$ cat src/rtl/dot_product_engine_if.sv
// Port bundle of the dot-product engine: command/status, shared memory read
// port (A and B answer the same address) and the valid/ready result channel.
interface dot_product_engine_if #(
  parameter int DATA_WIDTH = 8,
  parameter int ADDR_WIDTH = 4,
  parameter int ACC_WIDTH  = 2*DATA_WIDTH+ADDR_WIDTH
);
  logic                  start;
  logic [ADDR_WIDTH:0]   len;
  logic                  busy;
  logic                  rd_en;
  logic [ADDR_WIDTH-1:0] rd_address;
  logic [DATA_WIDTH-1:0] a_data;
  logic [DATA_WIDTH-1:0] b_data;
  logic [ACC_WIDTH-1:0]  result;
  logic                  result_valid;
  logic                  result_ready;

  modport slave (
    input  start, len, a_data, b_data, result_ready,
    output busy, rd_en, rd_address, result, result_valid
  );

  modport master (
    output start, len, a_data, b_data, result_ready,
    input  busy, rd_en, rd_address, result, result_valid
  );
endinterface

$ cat src/rtl/dot_product_engine.sv
// Streams addresses 0..len-1 to the A/B vector memories, multiplies returned
// element pairs and accumulates them; result offered on a valid/ready port.
module dot_product_engine #(
  parameter int DATA_WIDTH = 8,
  parameter int ADDR_WIDTH = 4,
  parameter int ACC_WIDTH  = 2*DATA_WIDTH+ADDR_WIDTH
) (
  input  logic                clk,
  input  logic                rst_n,
  dot_product_engine_if.slave bus
);
  localparam int PROD_W = 2*DATA_WIDTH;
  localparam int STAGES = 1;
  localparam logic [ADDR_WIDTH:0]   MAX_LEN  = {1'b1, {ADDR_WIDTH{1'b0}}};
  localparam logic [ADDR_WIDTH-1:0] ADDR_ONE = {{(ADDR_WIDTH-1){1'b0}}, 1'b1};

  typedef enum logic [1:0] {IDLE, READ, DRAIN, DONE} state_t;

  state_t                state, state_nxt;
  logic [ADDR_WIDTH-1:0] addr, last_addr, last_nxt;
  logic                  drain_cnt;
  logic [STAGES:0]       vld_pipe;
  logic [PROD_W-1:0]     mul, prod;
  logic [ACC_WIDTH-1:0]  acc;

  // Lengths above the address space clamp to a full sweep; len==2^AW also
  // lands on the all-ones last address through the wrap of the low bits.
  assign last_nxt = (bus.len > MAX_LEN) ? {ADDR_WIDTH{1'b1}}
                                        : bus.len[ADDR_WIDTH-1:0] - ADDR_ONE;
  assign mul = {{DATA_WIDTH{1'b0}}, bus.a_data} * {{DATA_WIDTH{1'b0}}, bus.b_data};

  always_ff @(posedge clk) begin
    if (!rst_n) state <= IDLE;
    else        state <= state_nxt;
  end

  always_comb begin
    state_nxt        = state;
    bus.busy         = 1'b1;
    bus.rd_en        = 1'b0;
    bus.result_valid = 1'b0;
    unique case (state)
      IDLE: begin
        bus.busy = 1'b0;
        if (bus.start) state_nxt = (bus.len == '0) ? DONE : READ;
      end
      READ: begin
        bus.rd_en = 1'b1;
        if (addr == last_addr) state_nxt = DRAIN;
      end
      DRAIN: begin
        if (drain_cnt) state_nxt = DONE;
      end
      DONE: begin
        bus.result_valid = 1'b1;
        if (bus.result_ready) state_nxt = IDLE;
      end
      default: state_nxt = IDLE;
    endcase
  end

  assign bus.rd_address = addr;
  assign bus.result     = acc;

  // vld_pipe[0]: memory data valid this cycle; vld_pipe[1]: product valid.
  // Memory outputs are Z/stale outside those cycles, so they are never used.
  always_ff @(posedge clk) begin
    if (!rst_n) begin
      addr      <= '0;
      last_addr <= '0;
      drain_cnt <= 1'b0;
      vld_pipe  <= '0;
      prod      <= '0;
      acc       <= '0;
    end else begin
      vld_pipe <= {vld_pipe[STAGES-1:0], bus.rd_en};
      prod     <= vld_pipe[0] ? mul : '0;
      if (vld_pipe[STAGES])
        acc <= acc + {{(ACC_WIDTH-PROD_W){1'b0}}, prod};
      unique case (state)
        IDLE: begin
          if (bus.start) begin
            acc       <= '0;
            addr      <= '0;
            last_addr <= last_nxt;
          end
        end
        READ: begin
          drain_cnt <= 1'b0;
          if (addr != last_addr) addr <= addr + ADDR_ONE;
        end
        DRAIN:   drain_cnt <= 1'b1;
        default: ;
      endcase
    end
  end
endmodule

$ cat src/flat_wrapper.sv
// flat-port wrapper written by rule: the top's interface ports become plain ports
module dot_product_engine_flat 
#(
  parameter int DATA_WIDTH = 8,
  parameter int ADDR_WIDTH = 4,
  parameter int ACC_WIDTH  = 2*DATA_WIDTH+ADDR_WIDTH
)
  (clk, rst_n, bus_start, bus_len, bus_a_data, bus_b_data, bus_result_ready, bus_busy, bus_rd_en, bus_rd_address, bus_result, bus_result_valid);
  dot_product_engine_if #(.DATA_WIDTH(DATA_WIDTH), .ADDR_WIDTH(ADDR_WIDTH), .ACC_WIDTH(ACC_WIDTH)) bus_i ();
  input  logic clk;
  input  logic rst_n;
  input wire logic [$bits(bus_i.start)-1:0] bus_start;
  input wire logic [$bits(bus_i.len)-1:0] bus_len;
  input wire logic [$bits(bus_i.a_data)-1:0] bus_a_data;
  input wire logic [$bits(bus_i.b_data)-1:0] bus_b_data;
  input wire logic [$bits(bus_i.result_ready)-1:0] bus_result_ready;
  output wire logic [$bits(bus_i.busy)-1:0] bus_busy;
  output wire logic [$bits(bus_i.rd_en)-1:0] bus_rd_en;
  output wire logic [$bits(bus_i.rd_address)-1:0] bus_rd_address;
  output wire logic [$bits(bus_i.result)-1:0] bus_result;
  output wire logic [$bits(bus_i.result_valid)-1:0] bus_result_valid;
  assign bus_i.start = bus_start;
  assign bus_i.len = bus_len;
  assign bus_i.a_data = bus_a_data;
  assign bus_i.b_data = bus_b_data;
  assign bus_i.result_ready = bus_result_ready;
  assign bus_busy = bus_i.busy;
  assign bus_rd_en = bus_i.rd_en;
  assign bus_rd_address = bus_i.rd_address;
  assign bus_result = bus_i.result;
  assign bus_result_valid = bus_i.result_valid;
  dot_product_engine #(.DATA_WIDTH(DATA_WIDTH), .ADDR_WIDTH(ADDR_WIDTH), .ACC_WIDTH(ACC_WIDTH)) u_core (.clk(clk), .rst_n(rst_n), .bus(bus_i));
endmodule
$ cat config.mk
export PLATFORM = sky130hd
export DESIGN_NAME = dot_product_engine_flat
export DESIGN_NICKNAME = d
export VERILOG_FILES = /design/src/rtl/dot_product_engine_if.sv /design/src/rtl/dot_product_engine.sv /design/src/flat_wrapper.sv
export SDC_FILE = /design/constraint.sdc
export NUM_CORES = 1
export LEC_CHECK = 0
export ABC_AREA = 1
export CORE_MARGIN = 5
export CORE_UTILIZATION = 59
export DETAILED_ROUTE_END_ITERATION = 10
export PLACE_DENSITY = 0.82
export SLEW_MARGIN = 20
export SYNTH_ARGS = -nofsm -noshare
export SYNTH_HDL_FRONTEND = slang
export SYNTH_SLANG_ARGS = --single-unit
$ cat constraint.sdc
create_clock -name clk -period 6.07 [get_ports clk]
set_input_delay 0.9105 -clock clk [delete_from_list [all_inputs] [get_ports clk]]
set_output_delay 0.9105 -clock clk [all_outputs]
set_load 0.02 [all_outputs]
After elaboration in Yosys (flattened, before gate mapping)
Index checks and enable logic that the tools add are counted.

$add $sub $neg: 3. $mul: 1. Divide/modulo/power cells: 0. Magnitude comparators: 1. Equality and inequality tests: 10. Shift operators: 0. Mux-type cells: 17. Bitwise gates (word level): 0. Reduce and logical (&&, ||, !) cells: 8.

Operators with widths (number): $mux W20 (3); $add A20 B16 Y20 (1); $mul A8 B8 Y16 (1); $mux W4 (3); $mux W2 (5); $pmux W2 S4 (1); $pmux W4 S2 (1); $ne A2 B1 Y1 const B (3); $gt A5 B5 Y1 const B (1); $logic_not A5 Y1 (1); $add A4 B1 Y4 const B (1); $eq A2 B2 Y1 const B (2); $eq A4 B4 Y1 (1); $ne A2 B2 Y1 const B (2); $ne A4 B4 Y1 (1); $reduce_and A2 Y1 (2); $reduce_and A4 Y1 (1); $reduce_bool A2 Y1 (2); $sub A4 B1 Y4 const B (1); $mux W1 (3); $reduce_and A3 Y1 (1); $eq A2 B1 Y1 const B (1); $logic_not A2 Y1 (1); $pmux W1 S2 (1).

Register bits after elaboration: 49. Bits in latches: 0. RAM bits: 0. Memory bits (read-only): 0. Bits of input ports: 25. Output and inout port bits: 27. Word-level logic and storage cells: 47. Memories: 0.

Logic depth before layout (Yosys ltp)
Word-level depth: 4. Depth in mapped cells: 20. Mapped depth without buffers: 19.

Worst setup path before layout
No wires, ideal clock.

Kind: input to register. Start point: input bus_a_data[0]. End point: register u_core.prod[11]. Library setup time: 0.113 ns. Arrival time: 4.385 ns. Required time: 5.957 ns. Slack: 1.573 ns. Stages: 17. Buffers on the path: 1. Cells stage by stage: clkbuf_1 > nand2_1 > fa_1 > fa_1 > inv_1 > fa_1 > inv_1 > fa_1 > inv_1 > ha_1 > nand2_1 > o21ai_1 > nor2_1 > o21ai_1 > nand2_1 > nand2_1 > nor2_1.

Longest elaborated chain between the ends: 1.

RTL lines: from (decl) (RTL line flat_wrapper.sv:14) `input wire logic [$bits(bus_i.a_data)-1:0] bus_a_data;`; $mul A8 B8 Y16 (RTL line dot_product_engine.sv:30) `assign mul = {{DATA_WIDTH{1'b0}}, bus.a_data} * {{DATA_WIDTH{1'b0}}, bus.b_data};`; to (signal assigned) (RTL line dot_product_engine.sv:77) `prod <= vld_pipe[0] ? mul : '0;`; to (decl) (RTL line dot_product_engine.sv:23) `logic [PROD_W-1:0] mul, prod;`.

No other way between the ends. A chain may end at the register's enable or synchronous reset.

Worst setup path in the final report
Start point: input bus_a_data[0]. End point: register u_core.prod[10].

The elaborated chain is that of the path after synthesis.

==> impl_metrics.env <==
export IMPL_run_status="finished clean"
export IMPL_setup_tns_ns=0
export IMPL_critical_path_reg2reg_endpoint="u_core.bus.result[12]"
export IMPL_routed_wire_length_per_instance_microns=12.58
export IMPL_worst_hold_path_num_cells=2
export IMPL_synth_nets=902
export IMPL_timing_critical_path_required_ns=6.31
export IMPL_peak_ir_drop_on_the_vdd_network_uv=116.4
export IMPL_antenna_left=0
export IMPL_cts_sinks=49
export IMPL_core_rowCount=34
export IMPL_post_cts_resize_count=0
export IMPL_dr_first_iter_drc_count=234
export IMPL_synth_top_cells_by_count="sky130_fd_sc_hd__nand2_1, sky130_fd_sc_hd__inv_1, sky130_fd_sc_hd__nor2_1"
export IMPL_timing_critical_path_max_delay_family="adder cells"
export IMPL_synth_seq_cells=49
export IMPL_routed_via_count=4751
export IMPL_place_hpwl_microns=9870
export IMPL_timing_max_cap_violations=0
export IMPL_r2r_start="u_core.bus.result[0]"
export IMPL_synth_distinct_cells=33
export IMPL_synth_seq_area_share=0.1872
export IMPL_grt_pass1_wl_microns=20620
export IMPL_edff_count_synth=0
export IMPL_total_clock_buffers_created_by_cts=5
export IMPL_clock_root_buffer="sky130_fd_sc_hd__clkbuf_8"
export IMPL_cp_arrival_ns=5.11
export IMPL_h_tree_levels=2
export IMPL_drive_above_1_share=0.04390
export IMPL_worst_r2r_setup_slack_ns=4.16
export IMPL_drt_total_wl_microns=11680
export IMPL_layout_nets=939
export IMPL_synthesis_area_sq_mm=0.005239
export IMPL_critical_path_slowest_cell="sky130_fd_sc_hd__clkdlybuf4s50_1"
export IMPL_relSlewSlack=0.7644
export IMPL_path_clk_slew_ns=0.09
export IMPL_die_area_sq_mm=0.01086
export IMPL_clock_tree_from_tritoncts="done"
export IMPL_final_hold_violating_endpoints=0
export IMPL_timing_critical_path_mode_cell="sky130_fd_sc_hd__fa_1"
export IMPL_place_worst_setup_slack_ns=0.9211
export IMPL_path_cells="clkdlybuf4s50_1 > nand2_1 > fa_1 > fa_1 > inv_1 > fa_1 > inv_1 > fa_1 > inv_1 > ha_1 > a21oi_1 > o21ai_1 > nor2_1 > o21ai_1 > nand2_1 > nand2_1 > nor2_1"
export IMPL_cell_count_after_synthesis=782
export IMPL_worst_hold_startpoint="u_core.bus.result[19]"
export IMPL_final_count_of_negative_setup_slack_endpoints=0
export IMPL_path_max_fanout=8
export IMPL_routed_via_density=5.120
export IMPL_setup_worst_path_class="primary input to flip-flop"
export IMPL_drt_pass1_iter_count=5
export IMPL_post_synth_top_area_fraction=0.1872
export IMPL_grt_util_all_layers=0.2192
export IMPL_timing_critical_path_slowest_cell_delay_ns=0.65
export IMPL_final_max_slew_violation_count=0
export IMPL_critical_path_endpoint_type="flip-flop"
export IMPL_critical_path_startpoint_type="primary input"
export IMPL_worst_slack_ns=1.208
export IMPL_global_route_overflow_total=0
export IMPL_synth_top_cells_by_area="sky130_fd_sc_hd__dfxtp_1, sky130_fd_sc_hd__fa_1, sky130_fd_sc_hd__nand2_1"
export IMPL_grt_pass1_vias=4777
export IMPL_place_port_buffers=51
export IMPL_post_synth_top_count_cell="sky130_fd_sc_hd__nand2_1"
export IMPL_cp_num_buf_inv=4
export IMPL_finalCriticalPeriod_ns=4.862
export IMPL_max_clock_path_buffers=2
export IMPL_worstHoldPathType="flip-flop to flip-flop"
export IMPL_remaining_drc_errors=0
export IMPL_skew_final_ns=0.006531
export IMPL_dieHeight_microns=104.2
export IMPL_area_delta_synth_final_pct=12.30
export IMPL_grt_antenna_before_repair=0
export IMPL_netlist_top_cell_by_area="sky130_fd_sc_hd__dfxtp_1"
export IMPL_post_cts_hold_buffer_count=0
export IMPL_syn_area_per_cell_sq_um=6.699
export IMPL_worst_slew_pin_slew_ns=0.3523
export IMPL_cts_setup_buffers=0
export IMPL_placer_congestion_estimate=0.9142
export IMPL_ios=52
export IMPL_die_x_microns=104.2
export IMPL_fin_total_pwr_w=0.001468
export IMPL_reg2regPathDepth=12
export IMPL_dominantRegCellSynth="sky130_fd_sc_hd__dfxtp_1"
export IMPL_start_util=0.6037
export IMPL_power_per_cell_area_mw_per_mm2=249.5
export IMPL_diodes=0
export IMPL_static_leakage_power_nw=3.361
export IMPL_clock_insertion_delay_worst_skew_ns=0.30
export IMPL_yosysWarnings=0
export IMPL_rsz0062_at_grt="no"
export IMPL_maximum_number_of_pins_on_one_net_before_global_route_repair=36
export IMPL_async_reset_ff_frac=0
export IMPL_final_period_utilization=0.8010
export IMPL_num_fill_cells=766
export IMPL_holdPathEnd="u_core.bus.result[19]"
export IMPL_max_clk_rate_mhz=205.7
export IMPL_core_area_sq_mm=0.008678
==> worst min-delay path: stages (launching register included) <==
cell and delay (ns):
sky130_fd_sc_hd__dfxtp_1 0.33, sky130_fd_sc_hd__a21oi_2 0.09, sky130_fd_sc_hd__nor2_1 0.05
==> final cells by class <==
class                      instances  area, sq um  share of cell area
tap                              108        135.1             0.02297
clock buffer                       6        82.58             0.01404
multi-input combinational        536         3492              0.5936
sequential                        49        980.9              0.1667
inverter                         174        653.1              0.1110
timing repair buffer              53        525.5             0.08932
clock inverter                     2        13.76            0.002339
==> stage by stage <==
stage | instances | area [sq um] | util | hold slack, ns
floorplan | 782 | 5239 | - | 0.4839
global placement | 920 | 5787 | 0.6668 | 0.4907
detailed placement | 920 | 5787 | 0.6668 | 0.5012
CTS | 928 | 5883 | 0.6779 | 0.5128
global route | 928 | 5883 | 0.6779 | 0.5372
finish | 928 | 5883 | 0.6779 | 0.5082
==> layer usage <==
metal  wire length (microns)  global-route usage  part of all wire
met1                    5158              0.2717              0.44
met2                    5913              0.4103              0.51
met3                     454             0.01614             0.039
met4                     151             0.05088             0.013
met5                       0                   0                 0
==> cell families (layout without fill, tap and decap cells) <==
group,Yosys count,after routing,synth area share
xor gates and xnor gates,10,10,0.01672
and+or+nand+nor,345,345,0.2785
AOI/OAI and AO/OA,86,86,0.09148
adders and majority gates,95,95,0.2799
buffers and inverters,197,235,0.1462
DFF,49,49,0.1872
==> flip-flops by register name (all words and copies together), names as in the netlist <==
| register | cells |
|---|---|
| u_core.bus.result | 20 |
| u_core.prod | 16 |
| u_core.bus.rd_address | 4 |
| u_core.last_addr | 4 |
| u_core.state | 2 |
| u_core.vld_pipe | 2 |
| u_core.drain_cnt | 1 |
==> cell usage in the layout (no fill, tap or decap), types with 2 or more instances in the layout <==
cell type,count
sky130_fd_sc_hd__a21oi_1,41
sky130_fd_sc_hd__a21oi_2,3
sky130_fd_sc_hd__and2_2,2
sky130_fd_sc_hd__buf_4,2
sky130_fd_sc_hd__clkbuf_8,6
sky130_fd_sc_hd__clkdlybuf4s50_1,51
sky130_fd_sc_hd__dfxtp_1,49
sky130_fd_sc_hd__fa_1,37
sky130_fd_sc_hd__ha_1,58
sky130_fd_sc_hd__inv_1,173
sky130_fd_sc_hd__nand2_1,195
sky130_fd_sc_hd__nand2_2,6
sky130_fd_sc_hd__nand3_1,39
sky130_fd_sc_hd__nand3_2,8
sky130_fd_sc_hd__nand4_1,5
sky130_fd_sc_hd__nor2_1,74
sky130_fd_sc_hd__nor2_2,4
sky130_fd_sc_hd__nor3_1,9
sky130_fd_sc_hd__o2111ai_1,2
sky130_fd_sc_hd__o211ai_1,7
sky130_fd_sc_hd__o21ai_0,23
sky130_fd_sc_hd__o21ai_1,6
sky130_fd_sc_hd__xor2_1,9
==> power breakdown <==
part / internal [W] / switching [W] / total, W
sequential: 0.000365 / 0.0000314 / 0.000397
clock: 0.0000925 / 0.000110 / 0.000202
combinational: 0.000317 / 0.000552 / 0.000869
total: 0.000775 / 0.000693 / 0.00147
==> how the worst max path moves through the flow <==
| stage | start | endpoint | slack [ns] | depth (start not counted) |
|---|---|---|---|---|
| global route | bus_a_data[0] | u_core.prod[10] | 0.90 | 16 |
| finish | bus_a_data[0] | u_core.prod[10] | 1.21 | 17 |
| detailed placement | bus_a_data[0] | u_core.prod[11] | 0.92 | 17 |
| global placement | bus_a_data[0] | u_core.prod[10] | 0.98 | 17 |
| CTS | bus_a_data[0] | u_core.prod[10] | 1.23 | 17 |
| floorplan | bus_a_data[0] | u_core.prod[11] | 1.57 | 17 |
No activity file was read; power rests on OpenSTA's default activity.
